[src/rtl/abs_pkg.sv]
// Shared definitions for the bit-serial absolute-value / negate unit.
package abs_pkg;

  // Controller states: wait for operand, stream bits through the cell, hold result.
  typedef enum logic [1:0] {
    IDLE  = 2'd0,
    SHIFT = 2'd1,
    DONE  = 2'd2
  } state_t;

  // Operation select, sampled together with the operand.
  localparam logic OP_ABS = 1'b0;
  localparam logic OP_NEG = 1'b1;

  // Most-negative two's-complement value of a given width (widths up to 64).
  function automatic logic [63:0] most_neg(input int width);
    return 64'd1 << (width - 1);
  endfunction

endpackage

[src/rtl/abs_bit_cell.sv]
// Serial two's-complement cell: copies bits up to and including the first 1,
// then inverts every later bit when negation is requested.
module abs_bit_cell (
  input  logic clk,
  input  logic rst,
  input  logic a,
  input  logic neg,
  input  logic clr,
  input  logic en,
  output logic obit
);

  logic seen_one;

  // Remember whether a 1 has already passed through this operand.
  always_ff @(posedge clk) begin
    if (rst || clr) begin
      seen_one <= 1'b0;
    end else if (en) begin
      seen_one <= seen_one | a;
    end
  end

  assign obit = a ^ (neg & seen_one);

endmodule

[src/rtl/abs_serial.sv]
// Bit-serial |x| / -x unit, LSB first, one complement cell reused for WIDTH cycles.
//
// Handshakes: a transfer happens on a rising edge where valid && ready are both
// high. in_ready depends only on the state (high in IDLE), never on out_ready.
// out_valid stays high with dout/overflow stable until out_ready is seen, and
// in_valid is ignored whenever the unit is not idle.
import abs_pkg::*;

module abs_serial #(
  parameter int WIDTH = 8,
  parameter bit SAT   = 1'b0
) (
  input  logic             clk,
  input  logic             rst,
  input  logic             in_valid,
  output logic             in_ready,
  input  logic [WIDTH-1:0] din,
  input  logic             op,
  output logic             out_valid,
  input  logic             out_ready,
  output logic [WIDTH-1:0] dout,
  output logic             overflow
);

  localparam int                CW          = $clog2(WIDTH);
  localparam logic [63:0]       MOST_NEG_64 = most_neg(WIDTH);
  localparam logic [WIDTH-1:0]  MOST_NEG    = MOST_NEG_64[WIDTH-1:0];
  localparam logic [WIDTH-1:0]  MAX_POS     = ~MOST_NEG;
  localparam logic [CW-1:0]     LAST        = CW'(WIDTH - 1);

  state_t           state;
  logic [WIDTH-1:0] opnd;
  logic [WIDTH-1:0] res;
  logic [WIDTH-1:0] res_next;
  logic [CW-1:0]    count;
  logic             neg;
  logic             ovf;
  logic             din_neg;
  logic             accept;
  logic             shift_en;
  logic             cell_bit;

  assign in_ready  = (state == IDLE);
  assign out_valid = (state == DONE);
  assign accept    = in_valid & in_ready;
  assign shift_en  = (state == SHIFT);
  assign din_neg   = (op == OP_NEG) | din[WIDTH-1];
  assign res_next  = {cell_bit, res[WIDTH-1:1]};

  abs_bit_cell u_cell (
    .clk  (clk),
    .rst  (rst),
    .a    (opnd[0]),
    .neg  (neg),
    .clr  (accept),
    .en   (shift_en),
    .obit (cell_bit)
  );

  // Controller, operand/result shift registers and the registered result.
  always_ff @(posedge clk) begin
    if (rst) begin
      state    <= IDLE;
      opnd     <= '0;
      res      <= '0;
      count    <= '0;
      neg      <= 1'b0;
      ovf      <= 1'b0;
      dout     <= '0;
      overflow <= 1'b0;
    end else begin
      case (state)
        IDLE: begin
          if (accept) begin
            opnd  <= din;
            res   <= '0;
            neg   <= din_neg;
            // Negating the most-negative value cannot be represented.
            ovf   <= (din == MOST_NEG) & din_neg;
            count <= '0;
            state <= SHIFT;
          end
        end
        SHIFT: begin
          opnd  <= opnd >> 1;
          res   <= res_next;
          count <= count + 1'b1;
          if (count == LAST) begin
            state    <= DONE;
            dout     <= (SAT && ovf) ? MAX_POS : res_next;
            overflow <= ovf;
          end
        end
        DONE: begin
          if (out_ready) begin
            state <= IDLE;
          end
        end
        default: begin
          state <= IDLE;
        end
      endcase
    end
  end

endmodule
[config.mk]
export PLATFORM = sky130hd
export DESIGN_NAME = abs_serial
export DESIGN_NICKNAME = d
export VERILOG_FILES = /design/src/rtl/abs_pkg.sv /design/src/rtl/abs_bit_cell.sv /design/src/rtl/abs_serial.sv
export SDC_FILE = /design/constraint.sdc
export NUM_CORES = 1
export LEC_CHECK = 0
export BUFFER_PORTS_ARGS = -buffer_cell sky130_fd_sc_hd__clkbuf_2
export CAP_MARGIN = 25
export CORE_UTILIZATION = 48
export DETAILED_ROUTE_END_ITERATION = 16
export PLACE_DENSITY = 0.7
export SLEW_MARGIN = 20
export SYNTH_ARGS = -nofsm -noshare
export SYNTH_HDL_FRONTEND = slang
export SYNTH_SLANG_ARGS = --single-unit
[constraint.sdc]
create_clock -name clk -period 1.4 [get_ports clk]
set_clock_uncertainty 0.15 [all_clocks]
set_input_delay 0.28 -clock clk [delete_from_list [all_inputs] [get_ports clk]]
set_output_delay 0.28 -clock clk [all_outputs]
set_load 0.03 [all_outputs]
==> metrics.md, run 1 <==
| Metric | Value |
|---|---|
| Worst IR Drop VDD | approximately 0.90 mV |
| Vias/cell | between 5 and 6 |
| Die ar. | around 0.0030 mm2 |
| GRT Total Usage | between 20% and 30% |
| Finished Cell Area | roughly 0.0018 mm2 |
| WS Path Type | reg2out |
| Net count, final | between 150 and 200 |
| Clock network latency to the later pin of the worst-skew pair | 0.33 ns |
| DR WL/cell | 14.9 um |
| Slew @ Worst Pin | 0.403 ns |
| Area of the multi-input gates | just under 800 um2 |
| Vias in the first global route | around 1100 |
| Sequential group share of total power | a little over half |
| Top cells by area, synth | dfxtp_1 48%, nor2_1 5.9%, mux2i_1 5.2% |
| Mapped Nets | about 160 |
| Crit path cell chain | buf_6 > nor2b_4 > buf_8 |
| CTS Sinks | 32 |
| Leakage | approximately 0.7 nW |
| PwrDens | 981 mW/mm2 |
| Clock buffer depth | 2 |
| Clock share of power | between 30% and 40% |
| WL final | ~3100 um |
| Placement-stage cell area | 0.00152 mm2 |
| NetSw | approximately 0.00045 W |
| Core area | between 0.002 and 0.003 mm2 |
| Max-cap violations | 0 |
| Setup TNS | -0.611 ns |
| Seq/Total Area, Yosys | a little under half |
| Row cnt | 18 |
| Mapped Area | approximately 0.0013 mm2 |
| Number of synthesized register bits | 32 |
| CP Launch Type | flop |
| Max Slew Vio Count | 0 |
| Synth cell types | 31 |
| Ys async rst share | 0% |
| Worst Path Buf+Inv | 2 |
| Clock slew at reported path FFs | about 0.090 ns |
| Register area | between 600 and 700 um2 |
| CTS tree | built |
| Rel. slew slack | between 70% and 80% |
| Remaining DRCs | 0 |
| Sw Share | roughly 25% |
| Crit-path max cell delay | roughly 0.37 ns |
| Number of synthesized flops with an enable pin | 0 |
| Crit path max fanout | 3 |
| Port Buffer Count | 23 |
| Max stage delay cell, worst path | dfxtp_4 |
| Syn-to-layout area delta | 36.8% |
| Ys Warns | 0 |
| Failing checks | setup timing |
| RSZ-0062 raised after global routing | yes |
| Chip Width | 54.8 um |
| Yosys top cell area share | ~48% |
| I/O pin cnt | 24 |
| First-pass iteration count of the detailed router | 4 |
| RePlAce Congestion | around 0.73 |
| Cell family with most CP delay | flip-flops |
| Root buf cell | clkbuf_4 |
| Die Y | around 55 um |
| Worst min path class | in2reg |
| Filler Cells Inserted | 186 |
| First-pass GRT wire length | approximately 4700 um |
| Outcome | finished with violations |
| # diodes | 0 |
| Worst EP arrival | 1.07 ns |
| Combinational Power Share | roughly 14% |
| CTS H-tree lvls | 2 |
| Starting DRT DRC Count | 16 |
| Dpl hpwl | between 1500 and 2000 um |
| Initial core utilization | between 50% and 60% |
| Total Power | approximately 0.0018 W |
| CP endpoint kind | primary output |
| Vias | roughly 1200 |
| Final Setup Violations | 12 |
| Post-synth top flop | dfxtp_1 |
| CP required | roughly 0.97 ns |
| Max Fclk | between 600 and 700 MHz |
| Min Tclk post-route | approximately 1.5 ns |
| Number of antenna violations at the first check in global routing | 0 |
| Layout cells sized above 1 | approximately 44% |
| Pin count of the biggest net entering global routing | 21 |
| Period utilization | 107% |
| GRT overflow | 0 |
| Syn Area/Cell | approximately 9.3 um2 |
| Post-synthesis cell count | roughly 140 |
| Cell Int Power | between 0.001 and 0.0015 W |
| Final WS setup | -0.100 ns |
| Final hold violation count | 0 |
| DRT antenna net count | 0 |
| Inserted Clock Buffers | 5 |
| Final Util | between 70 and 80% |
| Largest area contributor in the synthesized netlist | dfxtp_1 |
## sequential cells by signal, indices dropped and copies added, names as in the netlist, 2 cells and up
signal,flops
count,3
dout,8
opnd,8
res,7
state,2
## layout make-up
class | count | area share [%]
multi-input cells | 101 | 42.3
flip-flops and latches | 32 | 35.6
repair buffers | 40 | 16.3
clock buffers | 7 | 3.56
well taps | 30 | 2.05
inverters | 1 | 0.205
## timing repair
action | CTS | global route
gates resized for setup | 20 | 28
setup endpoints to repair | 16 | 32
pin swaps | 6 | 6
hold buffers | 0 | 0
setup buffers | 5 | 0
cloned | 0 | 2
endpoints found under the hold margin | 0 | 0
## cells in the final DEF (no fill, tap or decap), types with 2 or more instances in the layout
master / n
a21oi_1: 9
clkbuf_2: 20
clkbuf_8: 2
buf_6: 6
dfxtp_4: 2
ha_4: 2
nand2b_1: 3
nand2_1: 9
buf_4: 10
a211oi_1: 7
buf_8: 2
clkbuf_4: 5
nand3b_1: 2
o21ai_0: 2
mux2i_1: 5
dfxtp_1: 28
nor3_1: 2
o21ai_1: 3
nand3_1: 7
a211oi_2: 2
a21oi_2: 3
nor2_1: 19
a22oi_2: 8
dfxtp_2: 2
## Yosys cell counts (2+ instances only)
cell / count
o21ai_0: 3
a22oi_1: 8
clkbuf_1: 3
a211oi_1: 9
buf_4: 2
nand2_1: 9
ha_1: 2
nor2_1: 21
o21ai_1: 2
a21oi_1: 12
nor3_1: 2
nand3b_1: 2
nand3_1: 8
mux2i_1: 7
buf_2: 2
nor2b_1: 2
buf_6: 3
dfxtp_1: 32
nand2b_1: 3
## kinds of logic (layout without fill, tap and decap cells)
group | Yosys count | in the layout | share of synthesized area (%)
compound gates | 37 | 38 | 18.6
xor+xnor | 1 | 1 | 0.656
fa+ha+maj | 2 | 2 | 1.87
buf+inv | 12 | 48 | 5.80
flops | 32 | 32 | 47.9
mux | 8 | 8 | 6.09
simple gates | 52 | 52 | 19.0
## layer usage
layer  global-route usage [%]  part of all wire, %
met5                        0                    0
met4                     8.97                  1.3
met3                     7.50                  3.4
met2                     38.0                   51
met1                     27.2                   44
## worst reg2reg max path: stages (launching register included)
cell	delay (ns)
dfxtp_4	0.37
buf_4	0.12
buf_6	0.11
and2b_1	0.17
buf_12	0.17
a21oi_2	0.08
a311oi_2	0.22
## stage by stage
step	hold WS, ns	setup WS (ns)	instances
floorplan	0.293	0.0458	144
global placement	0.294	0.0305	197
detailed placement	0.299	-0.0265	197
CTS	0.0479	-0.113	209
global route	0.0689	-0.142	211
finish	0.0628	-0.100	211
## path summary, 6_finish.rpt
kind / start / end / slack (ns) / cells after the start
worst min register to register: dout[3] / dout[3] / 0.31 / 2
worst min-delay path: out_ready / state[1] / 0.06 / 3
worst max-delay path: state[0] / out_valid / -0.10 / 3
worst max register to register: state[0] / dout[7] / -0.07 / 6
## power groups by stage
| stage | combinational [W] | clock [W] | sequential (W) |
|---|---|---|---|
| after global placement | 0.000175 | 0 | 0.000981 |
| after floorplan | 0.000134 | 0 | 0.000975 |
| after global routing | 0.000269 | 0.000631 | 0.000968 |
| after CTS | 0.000208 | 0.000593 | 0.000958 |
| after detailed placement | 0.000180 | 0 | 0.000983 |
| final | 0.000247 | 0.000582 | 0.000964 |
Power figures use the tool's default switching activity.
==> run 2: changes to the inputs <==
--- a/config.mk
+++ b/config.mk
@@ -9,6 +9,7 @@
 export CAP_MARGIN = 25
 export CORE_UTILIZATION = 48
 export DETAILED_ROUTE_END_ITERATION = 16
+export HOLD_SLACK_MARGIN = 0.12
 export PLACE_DENSITY = 0.7
 export SLEW_MARGIN = 20
 export SYNTH_ARGS = -nofsm -noshare
==> metrics.md, run 2 (synthesis results as in run 1) <==
| Metric | Value |
|---|---|
| Outcome | finished with violations (unchanged) |
| Failing checks | setup timing (unchanged) |
| Min Tclk post-route | 1.51 ns (was 1.50 ns) |
| Crit path max fanout | 3 (unchanged) |
| Number of antenna violations at the first check in global routing | 0 (unchanged) |
| DRT antenna net count | 0 (unchanged) |
| WL final | 3400 um (was 3150 um) |
| First-pass GRT wire length | 4970 um (was 4710 um) |
| Setup TNS | -0.746 ns (was -0.611 ns) |
| Final Setup Violations | 13 (was 12) |
| Die ar. | 0.00300 mm2 (unchanged) |
| First-pass iteration count of the detailed router | 4 (unchanged) |
| Leakage | 0.738 nW (was 0.700 nW) |
| Commonest non-fill, non-tap cell in the layout | dfxtp_1 (unchanged) |
| GRT Total Usage | 24.6% (was 23.0%) |
| Hold Crit Depth | 4 (was 3) |
| CP Launch Type | flop (unchanged) |
| CTS tree | built (unchanged) |
| Vias/cell | 5.59 (was 5.62) |
| Worst EP arrival | 1.08 ns (was 1.07 ns) |
| PwrDens | 953 mW/mm2 (was 981 mW/mm2) |
| Finished Cell Area | 0.00193 mm2 (was 0.00183 mm2) |
| Pre-CTS setup slack | -0.0265 ns (unchanged) |
| Layout cells sized above 1 | 42.9% (was 43.6%) |
| Die Y | 54.8 um (unchanged) |
| CTS H-tree lvls | 2 (unchanged) |
| CTS Sinks | 32 (unchanged) |
| Chip Width | 54.8 um (unchanged) |
| Worst min path class | in2reg (unchanged) |
| DR WL/cell | 15.5 um (was 14.9 um) |
| Max Slew Vio Count | 0 (unchanged) |
| I/O pin cnt | 24 (unchanged) |
| Dpl hpwl | 1900 um (unchanged) |
| Vias in the first global route | 1139 (was 1086) |
| Most frequent cells in the layout | 28 x dfxtp_1, 19 x nor2_1, 19 x clkbuf_2, 10 x buf_4 (was 28 x dfxtp_1, 20 x clkbuf_2, 19 x nor2_1, 10 x buf_4) |
| Port Buffer Count | 23 (unchanged) |
| Met3 Wirelength | 159 um (was 108 um) |
| Starting DRT DRC Count | 31 (was 16) |
| GRT overflow | 0 (unchanged) |
| Remaining DRCs | 0 (unchanged) |
| Total Power | 0.00184 W (was 0.00179 W) |
| Period utilization | 108% (was 107%) |
| RePlAce Congestion | 0.730 (unchanged) |
| DRT met1 WL | 1430 um (was 1400 um) |
| WS Path Type | reg2out (unchanged) |
| Core area | 0.00254 mm2 (unchanged) |
| Clock network latency to the later pin of the worst-skew pair | 0.34 ns (was 0.33 ns) |
| Net count, final | 204 (was 196) |
| RSZ-0062 raised after global routing | yes (unchanged) |
| Root buf cell | clkbuf_4 (unchanged) |
| Initial core utilization | 52.5% (unchanged) |
| Max Fclk | 660 MHz (was 667 MHz) |
| Routed wl met2 | 1720 um (was 1600 um) |
| Clock slew at reported path FFs | 0.10 ns (was 0.09 ns) |
| Largest regs | dout: 8 flops, opnd: 8 flops, res: 7 flops (unchanged) |
| Slew @ Worst Pin | 0.447 ns (was 0.403 ns) |
| Row cnt | 18 (unchanged) |
| Syn-to-layout area delta | 44.4% (was 36.8%) |
| Filler Cells Inserted | 172 (was 186) |
| Inserted Clock Buffers | 5 (unchanged) |
| Placement-stage cell area | 0.00152 mm2 (unchanged) |
| Max-cap violations | 0 (unchanged) |
| Max Used Layer | met4 (unchanged) |
| Rel. slew slack | 70.2% (was 73.1%) |
| CP required | 0.97 ns (about the same) |
| Final WS setup | -0.114 ns (was -0.100 ns) |
| Worst IR Drop VDD | 0.875 mV (was 0.898 mV) |
| CP endpoint kind | primary output (unchanged) |
| Clock buffer depth | 2 (unchanged) |
| Final hold violation count | 0 (unchanged) |
| Pin count of the biggest net entering global routing | 21 (unchanged) |
| Vias | 1224 (was 1185) |
| # diodes | 0 (unchanged) |
| WHS | 0.136 ns (was 0.0628 ns) |
| Reg2Reg Depth | 6 (unchanged) |
run 2: timing repair:
action	in CTS	in global routing
pin swaps	6	8
buffers inserted	5	0
hold endpoints to repair	3	0
setup endpoints to repair	16	33
hold buffers	9	0
gates cloned	0	2
gates resized for setup	20	31
run 2: worst paths after layout:
check | startpoint | endpoint | slack [ns]
worst max-delay path | state[0] | out_valid | -0.11
worst min-delay path | din[2] | ovf | 0.14
worst max register to register | state[0] | dout[7] | -0.09
worst min register to register | dout[3] | dout[3] | 0.31
run 2: worst max-delay path: stages (launching register included):
cell,delay [ns]
dfxtp_4,0.37
buf_6,0.12
nor2b_4,0.12
buf_8,0.13
run 2: layout make-up:
class | count | area, um2 | area share, %
multi-input combinational | 101 | 790 | 40.9
inverter | 1 | 3.75 | 0.195
tap | 30 | 37.5 | 1.95
timing repair buffer | 48 | 383 | 19.8
clock buffer | 7 | 65.1 | 3.37
sequential | 32 | 651 | 33.7
run 2: metal layers:
| metal | track usage [%] | vias up |
|---|---|---|
| met4 | 12.0 | 0 |
| met1 | 27.7 | 583 |
| met3 | 8.61 | 8 |
| met2 | 40.8 | 27 |
| li1 | - | 606 |
| met5 | 0 | - |
run 2: stage by stage:
| step | utilization [%] | std cells |
|---|---|---|
| CTS | 70.2 | 218 |
| global route | 75.8 | 219 |
| global placement | 59.5 | 197 |
| detailed placement | 59.5 | 197 |
| finish | 75.8 | 219 |
| floorplan | - | 144 |
run 2: where the power goes:
group	switching (W)	leakage (nW)	internal [W]
clock	0.000314	0.0374	0.000284
combinational	0.000139	0.437	0.000136
sequential	0.0000256	0.263	0.000940
total	0.000479	0.738	0.00136
